**config.mk**
```make
export PLATFORM = sky130hd
export DESIGN_NAME = relu_brick_encoder
export DESIGN_NICKNAME = d
export VERILOG_FILES = /design/src/rtl/cnv_pkg.sv /design/src/rtl/fp16_relu_nz.sv /design/src/rtl/relu_brick_encoder.sv
export SDC_FILE = /design/constraint.sdc
export NUM_CORES = 1
export LEC_CHECK = 0
export ABC_CLOCK_PERIOD_IN_PS = 1950
export BUFFER_PORTS_ARGS = -buffer_cell sky130_fd_sc_hd__buf_2
export CAP_MARGIN = 20
export CORE_MARGIN = 3
export CORE_UTILIZATION = 50
export CTS_CLUSTER_SIZE = 10
export DETAILED_ROUTE_END_ITERATION = 8
export PLACE_DENSITY = 0.78
export SLEW_MARGIN = 30
export SYNTH_ARGS = -nofsm -noshare
export SYNTH_HDL_FRONTEND = slang
export SYNTH_HIERARCHICAL = 1
export SYNTH_SLANG_ARGS = --single-unit
```
**constraint.sdc**
```tcl
create_clock -name clk -period 1.95 [get_ports clk]
set_clock_uncertainty 0.1 [all_clocks]
set_input_delay 0.195 -clock clk [delete_from_list [all_inputs] [get_ports clk]]
set_output_delay 0.195 -clock clk [all_outputs]
set_load 0.01 [all_outputs]
```
**src/rtl/cnv_pkg.sv**
```systemverilog
// Shared fp16 field layout and sequencer state encoding for the conv-output path.
package cnv_pkg;

    localparam int unsigned FP16_W        = 16;
    localparam int unsigned FP16_SIGN_BIT = 15;
    localparam int unsigned FP16_EXP_W    = 5;
    localparam int unsigned FP16_MAN_W    = 10;

    typedef enum logic {
        ST_RUN   = 1'b0,
        ST_FLUSH = 1'b1
    } state_e;

endpackage

```
**src/rtl/fp16_relu_nz.sv**
```systemverilog
// Combinational fp16 ReLU: any sign-set pattern (including -0 and negative NaN) becomes +0.
module fp16_relu_nz
    import cnv_pkg::*;
(
    input  logic [FP16_W-1:0] in,
    output logic [FP16_W-1:0] out,
    output logic              nz
);

    always_comb begin
        out = in[FP16_SIGN_BIT] ? '0 : in;
        nz  = |out;
    end

endmodule

```
**src/rtl/relu_brick_encoder.sv**
```systemverilog
// Applies ReLU to a brick-grouped fp16 stream and emits only nonzero results with offsets,
// holding one result back so the final beat of each brick can be tagged last.
module relu_brick_encoder
    import cnv_pkg::*;
#(
    parameter int unsigned BRICK_SIZE = 16
) (
    input  logic                           clk,
    input  logic                           reset,
    input  logic                           in_valid,
    output logic                           in_ready,
    input  logic [15:0]                    in_data,
    output logic                           out_valid,
    input  logic                           out_ready,
    output logic [15:0]                    out_data,
    output logic [$clog2(BRICK_SIZE)-1:0]  out_offset,
    output logic                           out_last,
    output logic                           out_empty,
    output logic [$clog2(BRICK_SIZE):0]    out_nz_count
);

    localparam int unsigned OFF_W = $clog2(BRICK_SIZE);
    localparam logic [OFF_W-1:0] LAST_IDX = OFF_W'(BRICK_SIZE - 1);

    state_e             state_q;
    logic [OFF_W-1:0]   idx_q;
    logic [OFF_W:0]     nz_cnt_q;
    logic               held_valid_q;
    logic [15:0]        held_data_q;
    logic [OFF_W-1:0]   held_off_q;

    logic [15:0]        relu_data;
    logic               relu_nz;
    logic               slot_free;
    logic               accept;
    logic               at_end;
    logic [OFF_W:0]     nz_cnt_inc;

    fp16_relu_nz u_relu (
        .in  (in_data),
        .out (relu_data),
        .nz  (relu_nz)
    );

    assign slot_free  = !out_valid || out_ready;
    assign in_ready   = (state_q == ST_RUN) && slot_free;
    assign accept     = in_valid && in_ready;
    assign at_end     = (idx_q == LAST_IDX);
    assign nz_cnt_inc = nz_cnt_q + {{OFF_W{1'b0}}, relu_nz};

    always_ff @(posedge clk) begin
        if (reset) begin
            state_q      <= ST_RUN;
            idx_q        <= '0;
            nz_cnt_q     <= '0;
            held_valid_q <= 1'b0;
            held_data_q  <= '0;
            held_off_q   <= '0;
            out_valid    <= 1'b0;
            out_data     <= '0;
            out_offset   <= '0;
            out_last     <= 1'b0;
            out_empty    <= 1'b0;
            out_nz_count <= '0;
        end else begin
            // Drained beat with nothing new to load; later assignments override on emit.
            if (slot_free) begin
                out_valid <= 1'b0;
            end
            case (state_q)
                ST_RUN: begin
                    if (accept) begin
                        idx_q <= idx_q + 1'b1;
                        if (!at_end) begin
                            nz_cnt_q <= nz_cnt_inc;
                            if (relu_nz) begin
                                if (held_valid_q) begin
                                    out_valid    <= 1'b1;
                                    out_data     <= held_data_q;
                                    out_offset   <= held_off_q;
                                    out_last     <= 1'b0;
                                    out_empty    <= 1'b0;
                                    out_nz_count <= '0;
                                end
                                held_valid_q <= 1'b1;
                                held_data_q  <= relu_data;
                                held_off_q   <= idx_q;
                            end
                        end else begin
                            nz_cnt_q  <= '0;
                            out_valid <= 1'b1;
                            out_empty <= 1'b0;
                            if (relu_nz && held_valid_q) begin
                                // Two results still owed: send the older now, the newer in FLUSH.
                                out_data     <= held_data_q;
                                out_offset   <= held_off_q;
                                out_last     <= 1'b0;
                                out_nz_count <= '0;
                                held_data_q  <= relu_data;
                                held_off_q   <= idx_q;
                                nz_cnt_q     <= nz_cnt_inc;
                                state_q      <= ST_FLUSH;
                            end else if (relu_nz) begin
                                out_data     <= relu_data;
                                out_offset   <= idx_q;
                                out_last     <= 1'b1;
                                out_nz_count <= nz_cnt_inc;
                            end else if (held_valid_q) begin
                                out_data     <= held_data_q;
                                out_offset   <= held_off_q;
                                out_last     <= 1'b1;
                                out_nz_count <= nz_cnt_inc;
                                held_valid_q <= 1'b0;
                            end else begin
                                out_data     <= '0;
                                out_offset   <= '0;
                                out_last     <= 1'b1;
                                out_empty    <= 1'b1;
                                out_nz_count <= '0;
                            end
                        end
                    end
                end
                ST_FLUSH: begin
                    if (slot_free) begin
                        out_valid    <= 1'b1;
                        out_data     <= held_data_q;
                        out_offset   <= held_off_q;
                        out_last     <= 1'b1;
                        out_empty    <= 1'b0;
                        out_nz_count <= nz_cnt_q;
                        held_valid_q <= 1'b0;
                        nz_cnt_q     <= '0;
                        state_q      <= ST_RUN;
                    end
                end
                default: state_q <= ST_RUN;
            endcase
        end
    end

endmodule
```
==> run summary <==
The residual overflow from global routing came out at 0. The reported leakage power came out at 1.48 nW. Counting flops and latches in the post-synthesis netlist gives 59.

The layout overhead on the synthesized area came out at 24.4%. No sink is reached through more buffers than the 2 on the longest clock path. The share of the synthesized area in the top cell type is 42.2%. The most numerous cell on the critical path is sky130_fd_sc_hd__and3_2. The worst-skew pair later-pin latency came out at 0.34 ns. The number of resized instances in the post-cts repair step came out at 0.

The number of filler cells placed in the layout came out at 458. After detailed routing, the number of remaining DRC violations is 0. The starting DRC count in detailed routing is 164. The final standard cell utilization of the core is 66.0%. The post-detailed-routing wire length is 6760 um. The number of vias in the routed layout is 2567.

The critical path endpoint category is a register. The tightest min-delay check is of the input port to register type. The HPWL reported at the end of detailed placement came out at 4720 um.

The number of buffers added by the clock tree synthesis step is 9. The count of distinct cell types in the synthesized netlist is 44. During synthesis, Yosys emitted a total of 6 warnings.

The floorplan step defined a core boundary enclosing 0.00527 mm2. The count of flip-flops with a built-in enable after synthesis is 0. The number of levels the H-tree was split into is 3. Among all flip-flop cells after synthesis, the most frequent one is sky130_fd_sc_hd__dfxtp_1. The maximum fanout count along the critical path came out at 8. The cell area after synthesis is 0.00280 mm2. The flow ran to the end, and the final reports show no timing, DRC or antenna violations. The endpoint required time on the critical path is 2.08 ns. After synthesis, the cell types taking the most area are sky130_fd_sc_hd__dfxtp_1 (42%), sky130_fd_sc_hd__mux2i_1 (7.5%), sky130_fd_sc_hd__a221oi_1 (6.6%). The number of antenna diodes is 0.

The initial antenna violation count is 0. Entering global routing, the biggest net connects 40 pins. The footprint of the multi-input gates came out at 0.00146 mm2. Each instance of the synthesized netlist takes up on average 8.74 um2. The number of max-capacitance violations reported is 0. The width of the chip is 80.8 um.

The final period demand of the worst path is 1.88 ns. Setup violations remaining at the end of the flow were counted as 0. The final count of pins violating max slew is 0.

The net total in the final layout is 407. The die area is 0.00653 mm2. The first global-routing pass estimated 11200 um of wire. Setup repair after global routing left no endpoint under its margin. The TritonCTS clock tree is done. The critical path goes through ha_1, and3_2, and3_2, buf_4, a221oi_1, nor2_1. The initial cell density of the core came out at 53.1%. The setup TNS after final layout is 0 ns. The number of vias per cell came out at 5.59. The fraction of registers with async set or reset after synthesis came out at 0%. The largest individual stage delay along the critical path comes from the cell sky130_fd_sc_hd__dfxtp_1. The power density relative to cell area is 814 mW/mm2. The total global routing track utilization came out at 22.0%. Data on the critical path arrives at its endpoint at 2.00 ns. The final hold violation count came out at 0. The post-CTS repair timing setup buffer count is 0. In this run the clock root is driven by a sky130_fd_sc_hd__clkbuf_8. The library cell used most frequently in the layout, excluding fill and tap cells, is sky130_fd_sc_hd__dfxtp_1. The count of hold buffers inserted by post-cts repair came out at 0. The routed length per instance is 14.7 um. The synthesized netlist cell count is 320. The count of pins on the block boundary came out at 49. The overall die height is 80.8 um.

The first-pass iteration count of the detailed router is 4. STA classifies the critical path startpoint as a register. When the netlist entered floorplanning its net count stood at 343. The number of sinks driven by the clock tree is 59. The highest ir drop seen on vdd came out at 0.487 mV.

Static timing analysis puts the maximum clock frequency at 533 MHz. Input and output buffers added on the ports amount to 48. The worst path uses 96.2% of the clock period. At the end of routability-driven placement, the weighted congestion stood at 0.847. The share of final-layout standard cells stronger than drive strength 1 is 28.5%. The combined flip-flop and latch cell area is 0.00118 mm2.

In the layout the commonest cells are sky130_fd_sc_hd__dfxtp_1 (59), sky130_fd_sc_hd__buf_2 (48), sky130_fd_sc_hd__nand2_1 (47), sky130_fd_sc_hd__nor2_1 (37), sky130_fd_sc_hd__buf_4 (31). sky130_fd_sc_hd__dfxtp_1 takes more of the synthesized area than any other cell. The floorplan has 26 rows. The number of nets with antenna violations after detailed routing came out at 0.

The via count of the first global-routing pass is 2445. The part of the Yosys area used for sequential elements came out at 42.2%. The worst setup path is of the register to register kind. Clock-pin slew was measured on the worst setup and hold paths at 0.07 ns. The maximum single-stage delay on the critical path is 0.31 ns.
-- synthesized netlist by cell type (3+ instances only) --
cell type and instances:
sky130_fd_sc_hd__a221oi_1 21, sky130_fd_sc_hd__nor2b_1 15, sky130_fd_sc_hd__mux2i_1 21, sky130_fd_sc_hd__xnor2_1 6, sky130_fd_sc_hd__clkbuf_1 12, sky130_fd_sc_hd__nand2_1 47
sky130_fd_sc_hd__o21ai_0 28, sky130_fd_sc_hd__nand3_1 3, sky130_fd_sc_hd__ha_1 3, sky130_fd_sc_hd__nor3_1 3, sky130_fd_sc_hd__buf_2 7, sky130_fd_sc_hd__a21oi_1 10
sky130_fd_sc_hd__nor2_1 37, sky130_fd_sc_hd__a22oi_1 5, sky130_fd_sc_hd__dfxtp_1 59, sky130_fd_sc_hd__buf_6 7, sky130_fd_sc_hd__inv_1 3
-- sequential cells by signal (all words and copies together), names as in the netlist, 4 cells and up --
name          cells
out_offset        4
held_data_q      16
out_nz_count      5
out_data         16
idx_q             4
held_off_q        4
nz_cnt_q          5
-- where the power goes --
part	internal, mW	total [mW]	switching [mW]
sequential	1.25	1.27	0.0227
combinational	0.132	0.302	0.170
clock	0.753	1.26	0.505
-- area by class of cell --
type | instances | share of cell area [%]
clock inverters | 6 | 2.55
repair buffers | 81 | 14.7
well taps | 70 | 2.52
clock buffers | 10 | 3.96
inverters | 3 | 0.324
flip-flops and latches | 59 | 34.0
multi-input cells | 230 | 41.9
-- stage by stage --
| stage | std cells | instance area, um2 | hold slack (ns) | worst slack, ns | power [mW] |
|---|---|---|---|---|---|
| after floorplan | 320 | 2800 | 0.257 | 0.132 | 1.48 |
| after global placement | 443 | 3220 | 0.342 | -0.176 | 1.58 |
| after detailed placement | 443 | 3220 | 0.346 | -0.197 | 1.59 |
| after CTS | 459 | 3450 | 0.0571 | 0.0654 | 2.85 |
| after global routing | 459 | 3480 | 0.0769 | 0.00541 | 2.94 |
| final | 459 | 3480 | 0.0668 | 0.0732 | 2.83 |
-- final timing paths --
check	start	to	slack (ns)	cells after the start
worst max-delay path	idx_q[0]	out_data[4]	0.07	6
worst min-delay path	in_valid	out_valid	0.07	3
worst min register to register	held_data_q[15]	held_data_q[15]	0.36	2
worst max register to register	idx_q[0]	out_data[4]	0.07	6
-- kinds of logic after synthesis --
| family | count (synthesis) | share of synthesized area, % |
|---|---|---|
| buf+inv | 31 | 6.62 |
| fa+ha+maj | 3 | 1.34 |
| compound gates | 75 | 18.4 |
| xor+xnor | 6 | 1.88 |
| simple gates | 123 | 21.4 |
| mux | 22 | 7.92 |
| other cells | 1 | 0.134 |
| flops | 59 | 42.2 |
-- worst max-delay path, delay by kind of cell (launching register included) --
kind / cells / cell delay, ns
AOI/OAI and AO/OA: 1 / 0.30
adders and majority gates: 1 / 0.24
buffers and inverters: 1 / 0.19
DFF: 1 / 0.31
and+or+nand+nor: 3 / 0.63
-- per-layer routing --
metal  global-route usage [%]  vias to the layer above  routed length (um)
met5                        0                        -                   0
met4                     7.09                        0                  90
met3                     7.43                        9                 421
met2                     36.1                       68                3340
met1                     27.1                     1230                2910
li1                         -                     1260                   -
Power figures use the tool's default switching activity.
